File: src/rtl/spi_slave.sv
// rtl/spi_slave.sv - SPI responder: oversampled SCLK/CS_n/MOSI, full-duplex 8-bit frames
module spi_slave #(
    parameter int          SYNC_STAGES = 2,
    parameter logic [7:0]  IDLE_FILL   = 8'hFF
) (
    input  logic       clk_i,
    input  logic       rst_i,
    input  logic       sclk_i,
    input  logic       cs_n_i,
    input  logic       mosi_i,
    output logic       miso_o,
    output logic       miso_oe_o,
    input  logic       clock_pol_i,
    input  logic       clock_pha_i,
    input  logic       bit_order_i,
    input  logic [7:0] tx_data_i,
    input  logic       tx_valid_i,
    output logic       tx_ready_o,
    output logic [7:0] rx_data_o,
    output logic       rx_valid_o,
    input  logic       rx_ack_i,
    output logic       overrun_o,
    output logic       underrun_o,
    output logic       busy_o
);

    localparam logic [1:0] S_IDLE  = 2'd0;
    localparam logic [1:0] S_LOAD  = 2'd1;
    localparam logic [1:0] S_SHIFT = 2'd2;

    logic [SYNC_STAGES-1:0] r_sclk_sync;
    logic [SYNC_STAGES-1:0] r_cs_sync;
    logic [SYNC_STAGES-1:0] r_mosi_sync;
    logic                   r_sclk_d;
    logic                   r_cs_d;

    logic [1:0] r_state;
    logic [2:0] r_bit_cnt;
    logic [7:0] r_tx_shift;
    logic [7:0] r_rx_shift;
    logic [7:0] r_hold;
    logic       r_hold_full;
    logic [7:0] r_rx_data;
    logic       r_rx_valid;
    logic       r_overrun;
    logic       r_underrun;

    logic       w_sclk;
    logic       w_cs_n;
    logic       w_mosi;
    logic       w_lead;
    logic       w_trail;
    logic       w_sample;
    logic       w_shift;
    logic       w_cs_fall;
    logic       w_tx_fire;
    logic       w_tx_bit;
    logic [7:0] w_rx_next;

    always_ff @(posedge clk_i or posedge rst_i) begin
        if (rst_i) begin
            r_sclk_sync <= '0;
            r_cs_sync   <= '1;
            r_mosi_sync <= '0;
            r_sclk_d    <= 1'b0;
            r_cs_d      <= 1'b1;
        end else begin
            r_sclk_sync <= {r_sclk_sync[SYNC_STAGES-2:0], sclk_i};
            r_cs_sync   <= {r_cs_sync[SYNC_STAGES-2:0], cs_n_i};
            r_mosi_sync <= {r_mosi_sync[SYNC_STAGES-2:0], mosi_i};
            r_sclk_d    <= r_sclk_sync[SYNC_STAGES-1];
            r_cs_d      <= r_cs_sync[SYNC_STAGES-1];
        end
    end

    assign w_sclk    = r_sclk_sync[SYNC_STAGES-1];
    assign w_cs_n    = r_cs_sync[SYNC_STAGES-1];
    assign w_mosi    = r_mosi_sync[SYNC_STAGES-1];
    assign w_lead    = (r_sclk_d == clock_pol_i) && (w_sclk != clock_pol_i);
    assign w_trail   = (r_sclk_d != clock_pol_i) && (w_sclk == clock_pol_i);
    assign w_sample  = clock_pha_i ? w_trail : w_lead;
    assign w_shift   = clock_pha_i ? w_lead : w_trail;
    assign w_cs_fall = r_cs_d && !w_cs_n;
    assign w_tx_fire = tx_valid_i && !r_hold_full;
    assign w_tx_bit  = bit_order_i ? r_tx_shift[0] : r_tx_shift[7];
    assign w_rx_next = bit_order_i ? {w_mosi, r_rx_shift[7:1]} : {r_rx_shift[6:0], w_mosi};

    // Shift edges are ignored while the bit counter is 0: this skips the CPHA=1 first
    // leading edge and the CPHA=0 trailing edge that follows a byte-boundary reload.
    always_ff @(posedge clk_i or posedge rst_i) begin
        if (rst_i) begin
            r_state     <= S_IDLE;
            r_bit_cnt   <= 3'd0;
            r_tx_shift  <= IDLE_FILL;
            r_rx_shift  <= 8'h00;
            r_hold      <= 8'h00;
            r_hold_full <= 1'b0;
            r_rx_data   <= 8'h00;
            r_rx_valid  <= 1'b0;
            r_overrun   <= 1'b0;
            r_underrun  <= 1'b0;
        end else begin
            r_overrun  <= 1'b0;
            r_underrun <= 1'b0;
            if (w_tx_fire) begin
                r_hold      <= tx_data_i;
                r_hold_full <= 1'b1;
            end
            if (rx_ack_i && r_rx_valid) begin
                r_rx_valid <= 1'b0;
            end
            case (r_state)
                S_IDLE: begin
                    if (w_cs_fall) begin
                        r_state <= S_LOAD;
                    end
                end
                S_LOAD: begin
                    if (w_cs_n) begin
                        r_state <= S_IDLE;
                    end else begin
                        if (r_hold_full) begin
                            r_tx_shift  <= r_hold;
                            r_hold_full <= 1'b0;
                        end else begin
                            r_tx_shift <= IDLE_FILL;
                            r_underrun <= 1'b1;
                        end
                        r_bit_cnt  <= 3'd0;
                        r_rx_shift <= 8'h00;
                        r_state    <= S_SHIFT;
                    end
                end
                S_SHIFT: begin
                    if (w_cs_n) begin
                        r_state <= S_IDLE;
                    end else if (w_sample) begin
                        r_rx_shift <= w_rx_next;
                        r_bit_cnt  <= r_bit_cnt + 3'd1;
                        if (r_bit_cnt == 3'd7) begin
                            r_rx_data  <= w_rx_next;
                            r_rx_valid <= 1'b1;
                            r_overrun  <= r_rx_valid && !rx_ack_i;
                            r_state    <= S_LOAD;
                        end
                    end else if (w_shift && (r_bit_cnt != 3'd0)) begin
                        r_tx_shift <= bit_order_i ? {1'b1, r_tx_shift[7:1]}
                                                  : {r_tx_shift[6:0], 1'b1};
                    end
                end
                default: r_state <= S_IDLE;
            endcase
        end
    end

    assign miso_o     = (r_state == S_IDLE) ? 1'b1 : w_tx_bit;
    assign miso_oe_o  = (r_state != S_IDLE);
    assign busy_o     = (r_state != S_IDLE);
    assign tx_ready_o = !r_hold_full;
    assign rx_data_o  = r_rx_data;
    assign rx_valid_o = r_rx_valid;
    assign overrun_o  = r_overrun;
    assign underrun_o = r_underrun;

endmodule

File: config.mk
export PLATFORM = sky130hd
export DESIGN_NAME = spi_slave
export DESIGN_NICKNAME = d
export VERILOG_FILES = /design/src/rtl/spi_slave.sv
export SDC_FILE = /design/constraint.sdc
export NUM_CORES = 1
export LEC_CHECK = 0
export BUFFER_PORTS_ARGS = -buffer_cell sky130_fd_sc_hd__buf_2
export CORE_MARGIN = 2
export CORE_UTILIZATION = 47
export DETAILED_ROUTE_END_ITERATION = 12
export PLACE_DENSITY = 0.68
export SLEW_MARGIN = 10
export SYNTH_ARGS = -nofsm -noshare
export SYNTH_HDL_FRONTEND = slang
export SYNTH_SLANG_ARGS = --single-unit
export TNS_END_PERCENT = 20
File: constraint.sdc
create_clock -name clk_i -period 1.5 [get_ports clk_i]
set_input_delay 0.075 -clock clk_i [delete_from_list [all_inputs] [get_ports clk_i]]
set_output_delay 0.075 -clock clk_i [all_outputs]
set_load 0.01 [all_outputs]
# Yosys cells after proc, flatten, opt, wreduce, memory -nomap -nowiden
# Index checks and enable logic that the tools add are counted.
[word_totals]
regBits = 49
out_inout_bits = 15
wordCells = 92
in_bits = 18
[classes]
n_eq_ne = 15
n_addsub = 1
reduce_logical = 18
mux = 42
n_bitwise = 1
[op_table]
columns = ["operator", "n"]
rows = [
  ["$mux 8", 10],
  ["$pmux 8 s2", 2],
  ["$mux 1", 20],
  ["$ne 2x2->1 const B", 6],
  ["$mux 2", 5],
  ["$mux 3", 3],
  ["$reduce_and 4->1", 2],
  ["$logic_and 1x1->1", 7],
  ["$ne 3x3->1 const B", 2],
  ["$pmux 2 s3", 1],
  ["$pmux 3 s2", 1],
  ["$reduce_and 5->1", 1],
  ["$reduce_bool 2->1", 2],
  ["$add 3x1->3 const B", 1],
  ["$eq 3x3->1 const B", 1],
  ["$logic_not 1->1", 3],
  ["$reduce_and 3->1", 1],
  ["$reduce_bool 3->1", 1],
  ["$eq 1x1->1", 2],
  ["$eq 2x1->1 const B", 1],
  ["$eq 2x2->1 const B", 1],
  ["$logic_not 2->1", 1],
  ["$ne 1x1->1", 2],
  ["$not 1->1", 1],
]

# Depth between registers and ports, before layout
[logic_depth]
word_depth = 8
mapped_depth = 6
ltp_nobuf = 6

# Least setup slack after synthesis
# Ideal clock, no wire load.
[synth_timing]
kind = "reg-to-reg"
startpoint = "register r_bit_cnt[0]"
endpoint = "register r_rx_data[0] (netlist: rx_data_o[0])"
setup_time_ns = 0.125
period_less_slack_ns = 1.566
stages_incl_launch_ff = 7
arrival_ns = 1.441
setup_slack_ns = -0.066
path_buffers = 0
t_required_ns = 1.375
cell_sequence = "dfrtp_1 > ha_1 > ha_1 > nand3b_1 > mux2i_4 > nand2_4 > mux2_2"
[synth_via]
elab_chain_len = 2
[synth_rtl]
columns = ["item", "line", "text"]
rows = [
  ["start, declared", "38", "logic [2:0] r_bit_cnt;"],
  ["start signal, assigned", "139", "r_bit_cnt <= r_bit_cnt + 3'd1;"],
  ["$eq 3x3->1", "140", "if (r_bit_cnt == 3'd7) begin"],
  ["$reduce_and 4->1 (no source line)", "-", ""],
  ["end signal, assigned", "141", "r_rx_data <= w_rx_next;"],
  ["end, declared", "43", "logic [7:0] r_rx_data;"],
]
# Every way passes these cells.
# A chain may end at the register's enable or synchronous reset.

# Final worst setup path
[layout_timing]
startpoint = "register r_bit_cnt[0]"
endpoint = "register r_rx_data[1] (netlist: rx_data_o[1])"
# Same word-level chain as after synthesis.

==> out/results.ini <==
[critical_path]
path_cells=ha_2 > ha_4 > nand3b_1 > mux2i_4 > nand2_4 > mux2_2
cp-start-kind=register
path_buf_inv=0
critPathMaxStageDelay_ps=380
path_class=reg -> reg
slowest_stage=dfrtp_1
crit_required_ps=1680
crit_fanout=6
arrival_ps=1840
critPathTopFamily=multiplexers
r2r_setup_slack_ps=-150
end_kind=register

[timing]
setup_violations=12
clock.fmax_ghz=0.605
period_minus_slack_ps=1650
tightestPinTransition_ps=462
fin_worst_skew_ps=12.3
worst_slack_ps=-153
hold_viol=0
fin_crit_sh=1.10
report.final.slew_viol_count=0
rsz0062_at_grt=yes
slew_headroom=0.692

[run_status]
status=complete, but fails checks
violations=setup timing

[yosys]
netlist_area_sq_mm=0.00227
synth-simple-area-share=0.0911
syn_nets=190
async_reset_ff_frac=1.00
ys_ff_latch=49
synth_area_leaders=dfrtp_1 42%, mux2_2 15%, dfstp_2 13%
synth_edf_count=0
synth_compound_area_frac=0.0878
synth_xor_area_frac=0.0121
yosysSeqAreaShare=0.547
synth_top_cell_by_area=dfrtp_1
synth.distinct_cells=33
avgSynthCellArea_sq_um=13.4
yosys.area.top_type_share=0.420
synth_top_family_by_area=multiplexers
synth.area.mux_share=0.213
synthAdderAreaFrac=0.0166
yosys_warnings=0
yosys_most_used_dff=dfrtp_1
syn_inst=169

[floorplan]
start_util=0.483
rows=25
die_w_microns=73.4
num_io_pins=33
die_area_sq_mm=0.00539
coreArea_sq_mm=0.00469
dieHeight_microns=73.4

[cts]
path_clk_slew_ps=90
clk_latency_ps=300
numCtsBuffers=5
cts.htree.levels=2
clockBufferDepth=2
cts_sinks=49
cts_tree=yes
cts_root_buf=clkbuf_8

[finish]
layout_common_cells=38 x dfrtp_1, 32 x buf_2, 31 x mux2_2
area_delta_synth_final_pct=25.7
stdcell_count=278
fillCellCount=362
nNetsFinal=244
final_layout_size_suffix_gt1_frac=0.504
utilization=0.607
stdcell_area_sq_mm=0.00285
n_antenna_cell=0
layout_commonest_cell=dfrtp_1

[drt]
detail_route.wl_per_cell_microns=15.5
antenna_left=0
viasPerCell=5.27
vias=1466
drt_iter0_drc=88
first_pass_iters=4
wirelength_mm=4.32
drcViolationCount=0

[place]
place_inst=258
place_area_sq_mm=0.00255
portBuffers=32
dp_slack_ps=-151
dpl.hpwl_mm=3.05
gp_congestion=0.779

[hold_path]
hold_path_class=in -> reg

[power]
power_density_mw_per_mm2=1250
p_leak_nw=1.37
irDropWorstVdd_v=0.000710
power.total_mw=3.55

[global_route]
grt_max_degree=30
overflow=0
grt_pass1_vias=1575
grt_pass1_wl_mm=7.16
antenna_found_initial=0
gr-usage-all-layers=0.174

[flow_run]
cap_viol_max_count=0

registers in the layout, indices dropped and copies added (netlist names):
signal and count:
r_mosi_sync 2, r_bit_cnt 3, rx_valid_o 1, r_state 2
r_sclk_sync 2, r_tx_shift 8, r_cs_d 1, r_rx_shift 8
rx_data_o 8, r_hold_full 1, overrun_o 1, underrun_o 1
r_hold 8, r_cs_sync 2, r_sclk_d 1
area by class of cell:
type                    instances  area, sq um  share of cell area
well taps                      54         67.6              0.0237
repair buffers                 55          389               0.137
inverters                       5         18.8             0.00659
clock inverters                 3         43.8              0.0154
multi-input cells             107         1020               0.358
flip-flops and latches         49         1240               0.435
clock buffers                   5         68.8              0.0242
cells by family after synthesis:
logic type      after synthesis
compound gates               25
mux                          43
simple gates                 35
flops                        49
xor+xnor                      1
buf+inv                      13
fa+ha+maj                     3
layer usage:
layer / track usage / wire length, microns / vias up
li1: - / - / 707
met5: 0 / 0 / -
met4: 0.0727 / 44 / 0
met3: 0.0425 / 149 / 4
met1: 0.210 / 1860 / 729
met2: 0.297 / 2270 / 26
power by group:
group          internal (mW)  total (mW)  switching [mW]  leakage, nW
combinational          0.448       0.760           0.312        0.700
sequential              1.67        1.86           0.197        0.610
clock                  0.499       0.926           0.427       0.0585
total                   2.61        3.55           0.936         1.37
synth_stat cells (all sizes together) (3+ instances only):
library cell	n
dfrtp	38
mux2	31
mux2i	12
dfstp	11
nand2	10
a221o	8
o21a	8
and2	6
buf	5
nor2	5
a21oi	4
a31oi	4
inv	4
nand2b	4
ha	3
worst paths after layout:
path                              start  cells past startpoint           end
max                        r_bit_cnt[0]                      6  rx_data_o[1]
min                        tx_data_i[7]                      2     r_hold[7]
min in group asynchronous         rst_i                      3     r_hold[1]
max in group asynchronous         rst_i                      4  r_cs_sync[1]
min reg2reg                r_cs_sync[0]                      0  r_cs_sync[1]
max reg2reg                r_bit_cnt[0]                      6  rx_data_o[1]
timing repair:
action                                  CTS  global route
hold buffers                             10             1
endpoints found under the hold margin    21             1
pin swaps                                 0            10
buffers inserted                          1             0
resized for setup                         1            16
endpoints found under the setup margin   19            21
per-stage QoR:
| step | TNS, ps | hold WS, ps |
|---|---|---|
| global route | -2320 | 2.56 |
| global placement | -547 | 97.7 |
| floorplan | -755 | 79.5 |
| finish | -1160 | 8.41 |
| detailed placement | -1460 | 111 |
| CTS | -1500 | 0.302 |
Note: power is estimated with default switching activity, not from simulation.
